**src/rtl/sum_frame_pkg.sv**
```systemverilog
// Shared types and constants for the binary-sum-to-ASCII framer.
// SUM_FRAME_CRLF_EN selects 4-byte frames (digits + CR LF) instead of 2 digits.
package sum_frame_pkg;

    typedef enum logic [1:0] {
        IDLE    = 2'd0,
        ISSUE   = 2'd1,
        WAIT_HI = 2'd2,
        WAIT_LO = 2'd3
    } frame_state_t;

    localparam logic [7:0] ASCII_ZERO = 8'h30;
    localparam logic [7:0] ASCII_CR   = 8'h0D;
    localparam logic [7:0] ASCII_LF   = 8'h0A;

`ifdef SUM_FRAME_CRLF_EN
    localparam int FRAME_LEN = 4;
`else
    localparam int FRAME_LEN = 2;
`endif

    function automatic logic [7:0] digit_to_ascii(input logic [3:0] digit);
        return ASCII_ZERO + {4'h0, digit};
    endfunction

endpackage

```
**src/rtl/bin2dec_2digit.sv**
```systemverilog
// Combinational binary (0..63) to two BCD digits using restoring compare-subtract.
// The tens digit is built MSB-first from weights 40, 20, 10, so no divider is needed.
module bin2dec_2digit #(
    parameter int SUM_W = 5
) (
    input  logic [SUM_W-1:0] value,
    output logic [3:0]       tens,
    output logic [3:0]       ones
);

    logic [6:0] rem [0:2];
    logic [2:0] tens_bits;
    logic [6:0] last_rem;

    assign rem[0] = 7'(value);

    genvar gi;
    generate
        for (gi = 0; gi < 2; gi++) begin : g_stage
            localparam logic [6:0] WEIGHT = 7'(40 >> gi);
            assign tens_bits[2-gi] = (rem[gi] >= WEIGHT);
            assign rem[gi+1]       = tens_bits[2-gi] ? (rem[gi] - WEIGHT) : rem[gi];
        end
    endgenerate

    // Final weight-10 stage: what remains afterwards is always below 10.
    assign tens_bits[0] = (rem[2] >= 7'd10);
    assign last_rem     = tens_bits[0] ? (rem[2] - 7'd10) : rem[2];

    assign tens = {1'b0, tens_bits};
    assign ones = last_rem[3:0];

endmodule

```
**src/rtl/sum_ascii_framer.sv**
```systemverilog
// Frames a binary sum as ASCII decimal bytes and hands them to a UART one at a time.
// Define SUM_FRAME_CRLF_EN to append CR LF after the two digits.
module sum_ascii_framer
    import sum_frame_pkg::*;
#(
    parameter int SUM_W = 5
) (
    input  logic             clk,
    input  logic             reset,
    input  logic [SUM_W-1:0] sum_in,
    input  logic             sum_valid,
    output logic             sum_ready,
    input  logic             tx_busy,
    output logic             tx_en,
    output logic [7:0]       tx_data,
    output logic             frame_busy
);

    frame_state_t     state_reg, state_next;
    logic [1:0]       byte_idx_reg, byte_idx_next;
    logic [SUM_W-1:0] sum_reg, sum_next;
    logic             tx_en_reg, tx_en_next;
    logic [7:0]       tx_data_reg, tx_data_next;
    logic             frame_busy_reg;
    logic             sum_ready_reg;

    logic [3:0]       tens;
    logic [3:0]       ones;
    logic [7:0]       cur_byte;
    logic             last_byte;

    bin2dec_2digit #(
        .SUM_W (SUM_W)
    ) u_bin2dec (
        .value (sum_reg),
        .tens  (tens),
        .ones  (ones)
    );

    always_comb begin
        cur_byte = 8'h00;
        case (byte_idx_reg)
            2'd0:    cur_byte = digit_to_ascii(tens);
            2'd1:    cur_byte = digit_to_ascii(ones);
`ifdef SUM_FRAME_CRLF_EN
            2'd2:    cur_byte = ASCII_CR;
            2'd3:    cur_byte = ASCII_LF;
`endif
            default: cur_byte = 8'h00;
        endcase
    end

    assign last_byte = (byte_idx_reg == 2'(FRAME_LEN - 1));

    // Each byte is a full busy handshake: strobe, see busy rise, see busy fall.
    always_comb begin
        state_next    = state_reg;
        byte_idx_next = byte_idx_reg;
        sum_next      = sum_reg;
        tx_en_next    = 1'b0;
        tx_data_next  = tx_data_reg;
        case (state_reg)
            IDLE: begin
                if (sum_valid && sum_ready_reg) begin
                    sum_next      = sum_in;
                    byte_idx_next = 2'd0;
                    state_next    = ISSUE;
                end
            end
            ISSUE: begin
                if (!tx_busy) begin
                    tx_en_next   = 1'b1;
                    tx_data_next = cur_byte;
                    state_next   = WAIT_HI;
                end
            end
            WAIT_HI: begin
                if (tx_busy) begin
                    state_next = WAIT_LO;
                end
            end
            WAIT_LO: begin
                if (!tx_busy) begin
                    if (last_byte) begin
                        byte_idx_next = 2'd0;
                        state_next    = IDLE;
                    end else begin
                        byte_idx_next = byte_idx_reg + 2'd1;
                        state_next    = ISSUE;
                    end
                end
            end
            default: begin
                state_next = IDLE;
            end
        endcase
    end

    // Status flags are registered from the next state so they track state_reg
    // exactly, except sum_ready which stays low throughout reset.
    always_ff @(posedge clk) begin
        if (reset) begin
            state_reg      <= IDLE;
            byte_idx_reg   <= 2'd0;
            sum_reg        <= '0;
            tx_en_reg      <= 1'b0;
            tx_data_reg    <= 8'h00;
            frame_busy_reg <= 1'b0;
            sum_ready_reg  <= 1'b0;
        end else begin
            state_reg      <= state_next;
            byte_idx_reg   <= byte_idx_next;
            sum_reg        <= sum_next;
            tx_en_reg      <= tx_en_next;
            tx_data_reg    <= tx_data_next;
            frame_busy_reg <= (state_next != IDLE);
            sum_ready_reg  <= (state_next == IDLE);
        end
    end

    assign sum_ready  = sum_ready_reg;
    assign tx_en      = tx_en_reg;
    assign tx_data    = tx_data_reg;
    assign frame_busy = frame_busy_reg;

endmodule

```
**config.mk**
```make
export PLATFORM = sky130hd
export DESIGN_NAME = sum_ascii_framer
export DESIGN_NICKNAME = d
export VERILOG_FILES = /design/src/rtl/sum_frame_pkg.sv /design/src/rtl/bin2dec_2digit.sv /design/src/rtl/sum_ascii_framer.sv
export SDC_FILE = /design/constraint.sdc
export NUM_CORES = 1
export LEC_CHECK = 0
export ABC_AREA = 1
export BUFFER_PORTS_ARGS = -buffer_cell sky130_fd_sc_hd__buf_4
export CAP_MARGIN = 30
export CORE_ASPECT_RATIO = 1.2
export CORE_MARGIN = 3
export CORE_UTILIZATION = 51
export CTS_CLUSTER_SIZE = 20
export DETAILED_ROUTE_END_ITERATION = 16
export GPL_TIMING_DRIVEN = 0
export HOLD_SLACK_MARGIN = 0.1
export MAX_ROUTING_LAYER = met4
export PLACE_DENSITY = 0.78
export SYNTH_ARGS = -nofsm -noshare
export SYNTH_HDL_FRONTEND = slang
export SYNTH_SLANG_ARGS = --single-unit
export TNS_END_PERCENT = 10
```
**constraint.sdc**
```tcl
create_clock -name clk -period 2 [get_ports clk]
set_input_delay 0.3 -clock clk [delete_from_list [all_inputs] [get_ports clk]]
set_output_delay 0.3 -clock clk [all_outputs]
set_load 0.02 [all_outputs]
```
Word-level counts from Yosys, hierarchy flattened
Index checks and enable logic that the tools add are counted.
Operators by class
  magnitude comparators: 3
  equality and inequality tests: 6
  add/sub/neg operators: 6
  reductions and logical operators: 10
  multiplexer cells: 15
  bitwise logic cells: 2
Operators by type and width (number)
  two-way mux 2 bit: 7
  two-way mux 7 bit: 2
  one-hot mux 7 bit (2 select lines): 1
  one-hot mux 2 bit (4 select lines): 1
  adder 6 x 3 -> 7 bit (first input constant): 1
  adder 6 x 4 -> 7 bit (first input constant): 1
  greater-or-equal comparator 7 x 4 -> 1 bit (second input constant): 1
  greater-or-equal comparator 7 x 5 -> 1 bit (second input constant): 1
  subtractor 5 x 6 -> 7 bit (second input constant): 1
  subtractor 7 x 5 -> 7 bit (second input constant): 1
  greater-or-equal comparator 5 x 6 -> 1 bit (second input constant): 1
  zero test 2 bit: 3
  equality test 2 x 1 -> 1 bit (second input constant): 2
  equality test 2 bit (second input constant): 2
  two-way mux 4 bit: 1
  inequality test 2 bit (second input constant): 2
  one-hot mux 2 bit (2 select lines): 1
  AND reduction 2 bit: 2
  nonzero test 2 bit: 2
  subtractor 4 bit (second input constant): 1
  AND reduction 3 bit: 1
  adder 2 x 1 -> 2 bit (second input constant): 1
  two-way mux 1 bit: 2
  inverter 1 bit: 2
  other kinds (2): 2
Word-level totals
  flip-flop bits (word level): 20
  word-level logic and storage cells: 49

Logic depth before layout (Yosys ltp)
Gate-level depths: netlist of run 1.
  depth after elaboration: 8
  depth in mapped cells: 16
  mapped depth without buffers: 16

Hierarchy
Synthesis of run 1 repeated with hierarchy kept, for this count alone.
Second synthesis, totals
  cells, all modules: 142
  area, all modules: 985.9 um^2
By module, submodules not included
  sum_ascii_framer: times used 1, cells each 99, area each 743.2 um^2
  bin2dec_2digit: times used 1, cells each 43, area each 242.7 um^2

Least setup slack after synthesis of run 1
No wires, ideal clock.
  path kind: reg-to-reg
  start point: register sum_reg[3]
  end point: register tx_data_reg[1], in the netlist tx_data[1]
  buffers on the path: 0
  required time: 1934 ps
  period minus slack after synthesis: 1712 ps
  setup slack: 288 ps
  stages on the path, launching flop included: 17
  data arrival time: 1646 ps
  cells stage by stage: dfxtp_1 inv_1 ha_1 nand2_1 clkinv_1 nand2_2 nand3_1 nand2_1 ha_1 inv_1 nand3_2 nand2_2 clkinv_2 nand2_2 nand2_1 nand3_2 a21oi_2
Between the ends
  word-level cells in the longest chain between the ends: 8
Ends and longest elaborated chain
  start, declared: line sum_ascii_framer.sv:21  | logic [SUM_W-1:0] sum_reg, sum_next;
  start signal, assigned: line sum_ascii_framer.sv:113  | sum_reg <= sum_next;
  subtractor 5 x 6 -> 7 bit or greater-or-equal comparator 5 x 6 -> 1 bit (tied branches): line bin2dec_2digit.sv:22, bin2dec_2digit.sv:21
  two-way mux 7 bit (*): line bin2dec_2digit.sv:22  | assign rem[gi+1] = tens_bits[2-gi] ? (rem[gi] - WEIGHT) : rem[gi];
  subtractor 7 x 5 -> 7 bit or greater-or-equal comparator 7 x 5 -> 1 bit (tied branches): line bin2dec_2digit.sv:22, bin2dec_2digit.sv:21
  two-way mux 7 bit: line bin2dec_2digit.sv:22
  greater-or-equal comparator 7 x 4 -> 1 bit or subtractor 4 bit (tied branches): line bin2dec_2digit.sv:27, bin2dec_2digit.sv:28
  two-way mux 4 bit: line bin2dec_2digit.sv:28  | assign last_rem = tens_bits[0] ? (rem[2] - 7'd10) : rem[2];
  adder 6 x 4 -> 7 bit: line sum_frame_pkg.sv:23  | return ASCII_ZERO + {4'h0, digit};
  one-hot mux 7 bit (2 select lines) (*): line sum_ascii_framer.sv:42  | case (byte_idx_reg)
  end signal, assigned: line sum_ascii_framer.sv:115  | tx_data_reg <= tx_data_next;
  end, declared: line sum_ascii_framer.sv:23  | logic [7:0] tx_data_reg, tx_data_next;
Every way passes the cells marked *; elsewhere a longest branch is shown, timed or not.
A chain may end at the register's enable or synchronous reset.

Worst setup path after layout of run 1
  start point: register sum_reg[3]
  end point: register tx_data_reg[2], in the netlist tx_data[2]
Between the ends
  word-level cells in the longest chain between the ends: 8
Ends and longest elaborated chain (line)
  subtractor 5 x 6 -> 7 bit or greater-or-equal comparator 5 x 6 -> 1 bit (tied branches): bin2dec_2digit.sv:22, bin2dec_2digit.sv:21
  two-way mux 7 bit: bin2dec_2digit.sv:22
  subtractor 7 x 5 -> 7 bit or greater-or-equal comparator 7 x 5 -> 1 bit (tied branches): bin2dec_2digit.sv:22, bin2dec_2digit.sv:21
  two-way mux 7 bit: bin2dec_2digit.sv:22
  greater-or-equal comparator 7 x 4 -> 1 bit or subtractor 4 bit (tied branches): bin2dec_2digit.sv:27, bin2dec_2digit.sv:28
  two-way mux 4 bit: bin2dec_2digit.sv:28
  adder 6 x 4 -> 7 bit: sum_frame_pkg.sv:23
  one-hot mux 7 bit (2 select lines) (*): sum_ascii_framer.sv:42
Marked as above.

==> impl_metrics.env, run 1 <==
export IMPL_outcome="completed"
export IMPL_p_seq_share_pct=50.4
export IMPL_final_util_pct=69.51
export IMPL_cp_end_kind="register"
export IMPL_antenna_found_initial=0
export IMPL_p_leak_nw=0.5105
export IMPL_p_sw_w=0.0002482
export IMPL_layout_drive_gt1_share_pct=29.37
export IMPL_hpwl_mm=1.432
export IMPL_diodes=0
export IMPL_min_path_type="primary input to register"
export IMPL_coreArea_um2=1539
export IMPL_first_global_vias=767
export IMPL_synth_enable_flop_cells=0
export IMPL_io_buffers=16
export IMPL_cp_arrival_ns=2.07
export IMPL_p_int_w=0.0005159
export IMPL_syn_inst=122
export IMPL_yosysTopAreaCell="dfxtp_1"
export IMPL_max_freq_ghz=0.5450
export IMPL_setup_tns_ns=0
export IMPL_powerDensity_nw_per_um2=714.2
export IMPL_clk_latency_ns=0.29
export IMPL_cts_setup_buffers=0
export IMPL_switching_share_pct=32.48
export IMPL_grt_max_degree=11
export IMPL_avgSynthCellArea_um2=7.230
export IMPL_worst_hold_slack_ns=0.2703
export IMPL_rows=15
export IMPL_yosys_area_top_type_share_pct=38.58
export IMPL_grtUsageMet3_pct=3.806
export IMPL_synth_area_um2=882.1
export IMPL_hp_start="sum_in[0]"
export IMPL_vias=837
export IMPL_ctsResizeCount=0
export IMPL_h_tree_depth=1
export IMPL_placed_area_um2=1027
export IMPL_worstReg2RegStart="sum_reg[3]"
export IMPL_final_nets=157
export IMPL_ys_ff_latch=17
export IMPL_async_flop_share_pct=0
export IMPL_synthFlopType="dfxtp_1"
export IMPL_start_util_pct=57.32
export IMPL_clock_tree_buffer_depth=2
export IMPL_cts_tree="yes"
export IMPL_finalSetupViolCount=0
export IMPL_ff2ff_path_depth=16
export IMPL_dr_first_iter_drc_count=9
export IMPL_crit_top_cell="nand2_2"
export IMPL_combPwrFrac_pct=25.9
export IMPL_grt_first_pass_wirelength_mm=3.056
export IMPL_path_cells="inv_1 -> ha_1 -> nand2_1 -> clkinv_1 -> nand2_2 -> nand3_1 -> nand2_2 -> ha_2 -> inv_1 -> nand3_2 -> nand2_2 -> clkinv_2 -> nand2_2 -> nand2_1 -> nand3_2 -> a21oi_2"
export IMPL_reg2reg_slack_ns=0.16
export IMPL_p_clk_share_pct=23.7
export IMPL_globalRouteTotalUtil_pct=18.71
export IMPL_setup_worst_path_end="tx_data[2]"
export IMPL_grt_busiest_layer="met2"
export IMPL_grt_ovfl_total=0
export IMPL_path_clk_slew_ns=0.10
export IMPL_path_class="register to register"
export IMPL_grt_use_met1_pct=20.09
export IMPL_cap_violations=0
export IMPL_met2_usage_pct=31.55
export IMPL_io_pins=20
export IMPL_crit_required_ns=2.23
export IMPL_antenna_left=0
export IMPL_syn_to_final_growth_pct=21.28
export IMPL_ir_drop_mv=0.6402
export IMPL_finalInstanceArea_um2=1070
export IMPL_vias_per_cell=5.231
export IMPL_worstSetupStartpoint="sum_reg[3]"
export IMPL_drc=0
export IMPL_drt_first_pass_iters=4
export IMPL_slew_violations=0
export IMPL_numCtsBuffers=3
export IMPL_place_gp_congestion=0.8176
export IMPL_yosysUniqueCellTypes=22
export IMPL_holdBufCountCts=0
export IMPL_critPathMaxStageDelay_ns=0.37
export IMPL_crit_slowest_cell="dfxtp_4"
export IMPL_cts_root_buf="clkbuf_4"
export IMPL_fin_worst_skew_ns=0.004222
export IMPL_wire_per_inst_um=11.51
export IMPL_die_y_um=51.56
export IMPL_hold_viol_final=0
export IMPL_nFillCells=134
export IMPL_cp_max_fo=4
export IMPL_period_share_pct=91.75
export IMPL_fp_dieArea_um2=2267
export IMPL_synthTopCellsByArea="dfxtp_1, nand2_1, nor2_1"
export IMPL_die_w_um=43.97
export IMPL_min_period_ns=1.835
export IMPL_ys_seq_area_share_pct=38.58
export IMPL_power_w=0.0007641
export IMPL_yosys_warnings=0
export IMPL_drt_wl_total_mm=1.841
export IMPL_cts_sinks=17
export IMPL_start_kind="register"
export IMPL_reg2reg_to="tx_data[2]"
[cell usage after synthesis, types with 2 or more instances]
cell type and count:
buf_4 3, a21oi_1 10, nand3_1 7, dfxtp_1 17, inv_1 15, nand3_2 4
o21ai_0 11, a21oi_2 2, nand2_1 17, nand2_2 5, nor2_1 17, ha_1 4
[power by group through the flow]
stage	Combinational, W	Clock, W	Sequential [W]
floorplan	0.000127	0	0.000399
global placement	0.000184	0	0.000391
detailed placement	0.000192	0	0.000391
CTS	0.000192	0.000186	0.000384
global route	0.000227	0.000200	0.000389
finish	0.000198	0.000181	0.000385
[layout make-up]
| cell class | count | area, um2 | share of cell area [%] |
|---|---|---|---|
| Clock buffer | 3 | 22.52 | 2.105 |
| Inverter | 18 | 68.82 | 6.433 |
| Sequential cell | 17 | 345.3 | 32.28 |
| Buffer | 4 | 26.28 | 2.456 |
| Timing Repair Buffer | 16 | 120.1 | 11.23 |
| Clock inverter | 1 | 5.005 | 0.4678 |
| Tap cell | 17 | 21.27 | 1.988 |
| Multi-Input combinational cell | 84 | 460.4 | 43.04 |
[cells in the final DEF (no fill, tap or decap), types with 2 or more instances in the layout]
master	instances
buf_4	19
nor2_1	17
nand2_1	16
inv_1	15
dfxtp_1	15
o21ai_0	11
a21oi_1	10
nand3_1	7
nand2_2	6
nand3_2	4
ha_1	3
clkbuf_4	3
clkinv_2	2
a21oi_2	2
conb_1	2
[critical path: cells and delay by family, from the launching register on]
family | cells | cell delay (ns)
AO/OA/AOI/OAI | 1 | 0.11
AND/OR/NAND/NOR | 9 | 0.67
adder cells (fa/ha/maj) | 2 | 0.36
flip-flops | 1 | 0.37
buffers and inverters | 4 | 0.27
[worst min-delay path by stage]
stage | cells after the start | slack [ns] | to
final | 3 | 0.27 | sum_reg[0]
after global routing | 3 | 0.30 | sum_reg[0]
after CTS | 3 | 0.27 | sum_reg[0]
after detailed placement | 2 | 0.47 | tx_data[3]
after global placement | 2 | 0.46 | tx_data[3]
after floorplan | 2 | 0.47 | sum_reg[0]
[through the flow]
| stage | std cells | setup slack, ns |
|---|---|---|
| CTS | 160 | 0.04882 |
| finish | 160 | 0.1650 |
| global route | 160 | -0.007506 |
| global placement | 156 | 0.1613 |
| floorplan | 123 | 0.2881 |
| detailed placement | 156 | 0.06857 |
[per-layer routing]
metal  vias up  routed length [um]
li1        430                   -
met1       380                 734
met2        21                 977
met3         6                  81
met4         0                  48
met5         -                   0
[logic make-up (layout without fill, tap and decap cells)]
logic type	after synthesis	in the layout	synth area share, %
fa+ha+maj	4	4	5.674
compound gates	27	27	17.31
other cells	1	2	0.4251
buf+inv	22	42	10.78
simple gates	51	51	27.23
flops	17	17	38.58
(Power assumes the default switching activity.)
==> inputs of run 2 (changes only) <==
CORE_UTILIZATION = 52   (was 51)
SETUP_SLACK_MARGIN = 0.2   (was unset)
SYNTH_HIERARCHICAL = 1   (was unset)
==> run 2 against run 1 <==
Effect of this change:
- global-route usage rose by 0.51 points
- combinational power rose by 30%
- sequential share of layout area fell by 4.8 points
- clock skew decreased by 0.0025 ns
- clock-buffer cell count increased by 1
- non-clock buffer count increased by 11
- critical path type unchanged
- critical endpoint unchanged
- largest cell class unchanged
- largest power group unchanged
==> impl_metrics.env, run 2 <==
export IMPL_yosys_warnings=6
export IMPL_async_flop_share_pct=0
export IMPL_hpwl_mm=1.540
export IMPL_synth_area_um2=985.9
export IMPL_start_kind="register"
export IMPL_final_common_cell="buf_4"
export IMPL_clk_latency_ns=0.29
export IMPL_synth_enable_flop_cells=0
export IMPL_yosysMostFrequentCell="nand2_1"
export IMPL_power_w=0.0008236
export IMPL_ys_seq_area_share_pct=34.52
export IMPL_yosysUniqueCellTypes=24
export IMPL_cap_violations=0
export IMPL_crit_required_ns=2.17
export IMPL_outcome="completed"
export IMPL_hold_viol_final=0
export IMPL_drt_wl_total_mm=2.217
export IMPL_worstSetupStartpoint="sum_reg[3]"
export IMPL_numCtsBuffers=3
export IMPL_cts_root_buf="clkbuf_4"
export IMPL_antenna_found_initial=0
export IMPL_yosys_area_top_type_share_pct=34.52
export IMPL_p_seq_share_pct=46.7
export IMPL_synth_common_cells="nand2_1, dfxtp_1, nand3_1"
export IMPL_finalSetupViolCount=0
export IMPL_avgSynthCellArea_um2=6.943
export IMPL_place_ws_ns=0.1347
export IMPL_ff2ff_path_depth=15
export IMPL_vias_per_cell=5.084
export IMPL_final_cell_mix="buf_4, nand2_1, nor2_1, nand3_1, dfxtp_1"
export IMPL_hp_start="sum_in[3]"
export IMPL_globalRouteTotalUtil_pct=19.22
export IMPL_synthFlopType="dfxtp_1"
export IMPL_drt_first_pass_iters=4
export IMPL_final_nets=185
export IMPL_cts_sinks=17
export IMPL_ir_drop_mv=0.4860
export IMPL_min_period_ns=1.803
export IMPL_coreArea_um2=1702
export IMPL_layout_drive_gt1_share_pct=40.70
export IMPL_setup_tns_ns=0
export IMPL_cp_max_fo=4
export IMPL_antenna_left=0
export IMPL_io_buffers=17
export IMPL_fin_worst_skew_ns=0.001720
export IMPL_slew_violations=0
export IMPL_cts_tree="yes"
export IMPL_start_util_pct=57.94
export IMPL_postLayoutSetupSlackWorst_ns=0.1966
export IMPL_wire_per_inst_um=11.67
export IMPL_die_y_um=53.70
export IMPL_path_class="register to register"
export IMPL_p_sw_w=0.0002693
export IMPL_cp_end_kind="register"
export IMPL_grt_first_pass_wirelength_mm=3.325
export IMPL_switching_share_pct=32.69
export IMPL_synthTopCellsByArea="dfxtp_1, nand2_1, nand3_1"
export IMPL_grt_max_degree=11
export IMPL_place_gp_congestion=0.8685
export IMPL_p_leak_nw=0.6409
export IMPL_whs_endpoint="sum_reg[3]"
export IMPL_yosysTopAreaCell="dfxtp_1"
export IMPL_vias=966
export IMPL_die_w_um=45.75
export IMPL_min_path_type="primary input to register"
export IMPL_grt_ovfl_total=0
export IMPL_io_pins=20
export IMPL_syn_to_final_growth_pct=29.57
export IMPL_cp_arrival_ns=1.97
export IMPL_ys_ff_latch=17
export IMPL_worstReg2RegStart="sum_reg[3]"
export IMPL_p_clk_share_pct=22.1
export IMPL_holdPathStages=3
export IMPL_dr_first_iter_drc_count=8
export IMPL_powerDensity_nw_per_um2=644.7
export IMPL_h_tree_depth=1
export IMPL_period_share_pct=90.17
export IMPL_rows=16
export IMPL_p_int_w=0.0005543
export IMPL_path_clk_slew_ns=0.09
export IMPL_first_global_vias=853
export IMPL_reg2reg_to="tx_data[2]"
export IMPL_diodes=0
export IMPL_clock_tree_buffer_depth=2
export IMPL_fp_dieArea_um2=2457
export IMPL_syn_inst=142
export IMPL_drc=0
export IMPL_rsz0062_at_grt="yes"
export IMPL_combPwrFrac_pct=31.2
export IMPL_max_freq_ghz=0.5545
export IMPL_reg2reg_slack_ns=0.20
-- run 2: worst max path at each step --
stage	to	slack, ns	cells past startpoint
after floorplan	tx_data[3]	0.33	15
after global placement	tx_data[3]	0.23	15
after detailed placement	tx_data[2]	0.13	15
after CTS	tx_data[2]	0.20	15
after global routing	tx_data[2]	0.06	15
final	tx_data[2]	0.20	15
-- run 2: stage by stage --
stage                     hold slack [ns]  cells  cell area (um2)  util [%]
after global placement             0.4577    179             1144     67.21
after floorplan                    0.4571    144            993.5         -
final                              0.2577    190             1277     75.07
after global routing               0.2839    190             1277     75.07
after detailed placement           0.4624    179             1144     67.21
after CTS                          0.2591    183             1174     68.97
-- run 2: metal layers --
| layer | vias up | track usage (%) | part of all wire, % |
|---|---|---|---|
| li1 | 506 | - | - |
| met1 | 437 | 21.59 | 45 |
| met2 | 18 | 31.16 | 49 |
| met3 | 5 | 3.010 | 3.4 |
| met4 | 0 | 12.32 | 2.4 |
| met5 | - | - | 0 |
-- run 2: worst max-delay path, cell delays in order (launching register included) --
cell and delay (ns):
dfxtp_4 0.37, inv_4 0.08, ha_4 0.13, inv_2 0.04, ha_4 0.22, nand3b_1 0.16, nand2_1 0.10, nand2_2 0.07
inv_2 0.08, nand2_2 0.07, nand2_1 0.08, nand2_1 0.06, nand3_1 0.08, nand2_1 0.06, nand2_1 0.05, a21oi_1 0.05
-- run 2: cell families (layout without fill, tap and decap cells) --
group           after synthesis  count (layout)  share of synthesized area (%)
compound gates               19              19                          10.91
simple gates                 73              73                          36.55
other cells                   2               4                         0.7617
flops                        17              17                          34.52
buf+inv                      27              55                          12.56
fa+ha+maj                     3               3                          3.808
xor+xnor                      1               1                         0.8885
-- run 2: area by class of cell --
| class | instances | area (um2) |
|---|---|---|
| inverter | 20 | 80.08 |
| clock buffer | 4 | 26.28 |
| tap | 18 | 22.52 |
| timing repair buffer | 24 | 180.2 |
| sequential | 17 | 351.6 |
| multi-input combinational | 100 | 568.0 |
| buffer | 7 | 48.80 |
| fill | 147 | 424.2 |
-- run 2: power groups by stage --
stage | Sequential, W | Clock (W) | Combinational [W]
2_1_floorplan | 0.000397 | 0 | 0.000145
3_3_place_gp | 0.000389 | 0 | 0.000202
3_5_place_dp | 0.000391 | 0 | 0.000210
4_1_cts | 0.000384 | 0.000188 | 0.000211
5_1_grt | 0.000388 | 0.000197 | 0.000287
6_report | 0.000385 | 0.000182 | 0.000257
-- run 2: what timing repair did --
item                                    CTS  global route
hold buffers                              0             0
resized for setup                         3            14
pin swaps                                 0            10
gates cloned                              0             0
hold endpoints to repair                  0             0
setup buffers                             0             7
endpoints found under the setup margin    3             4
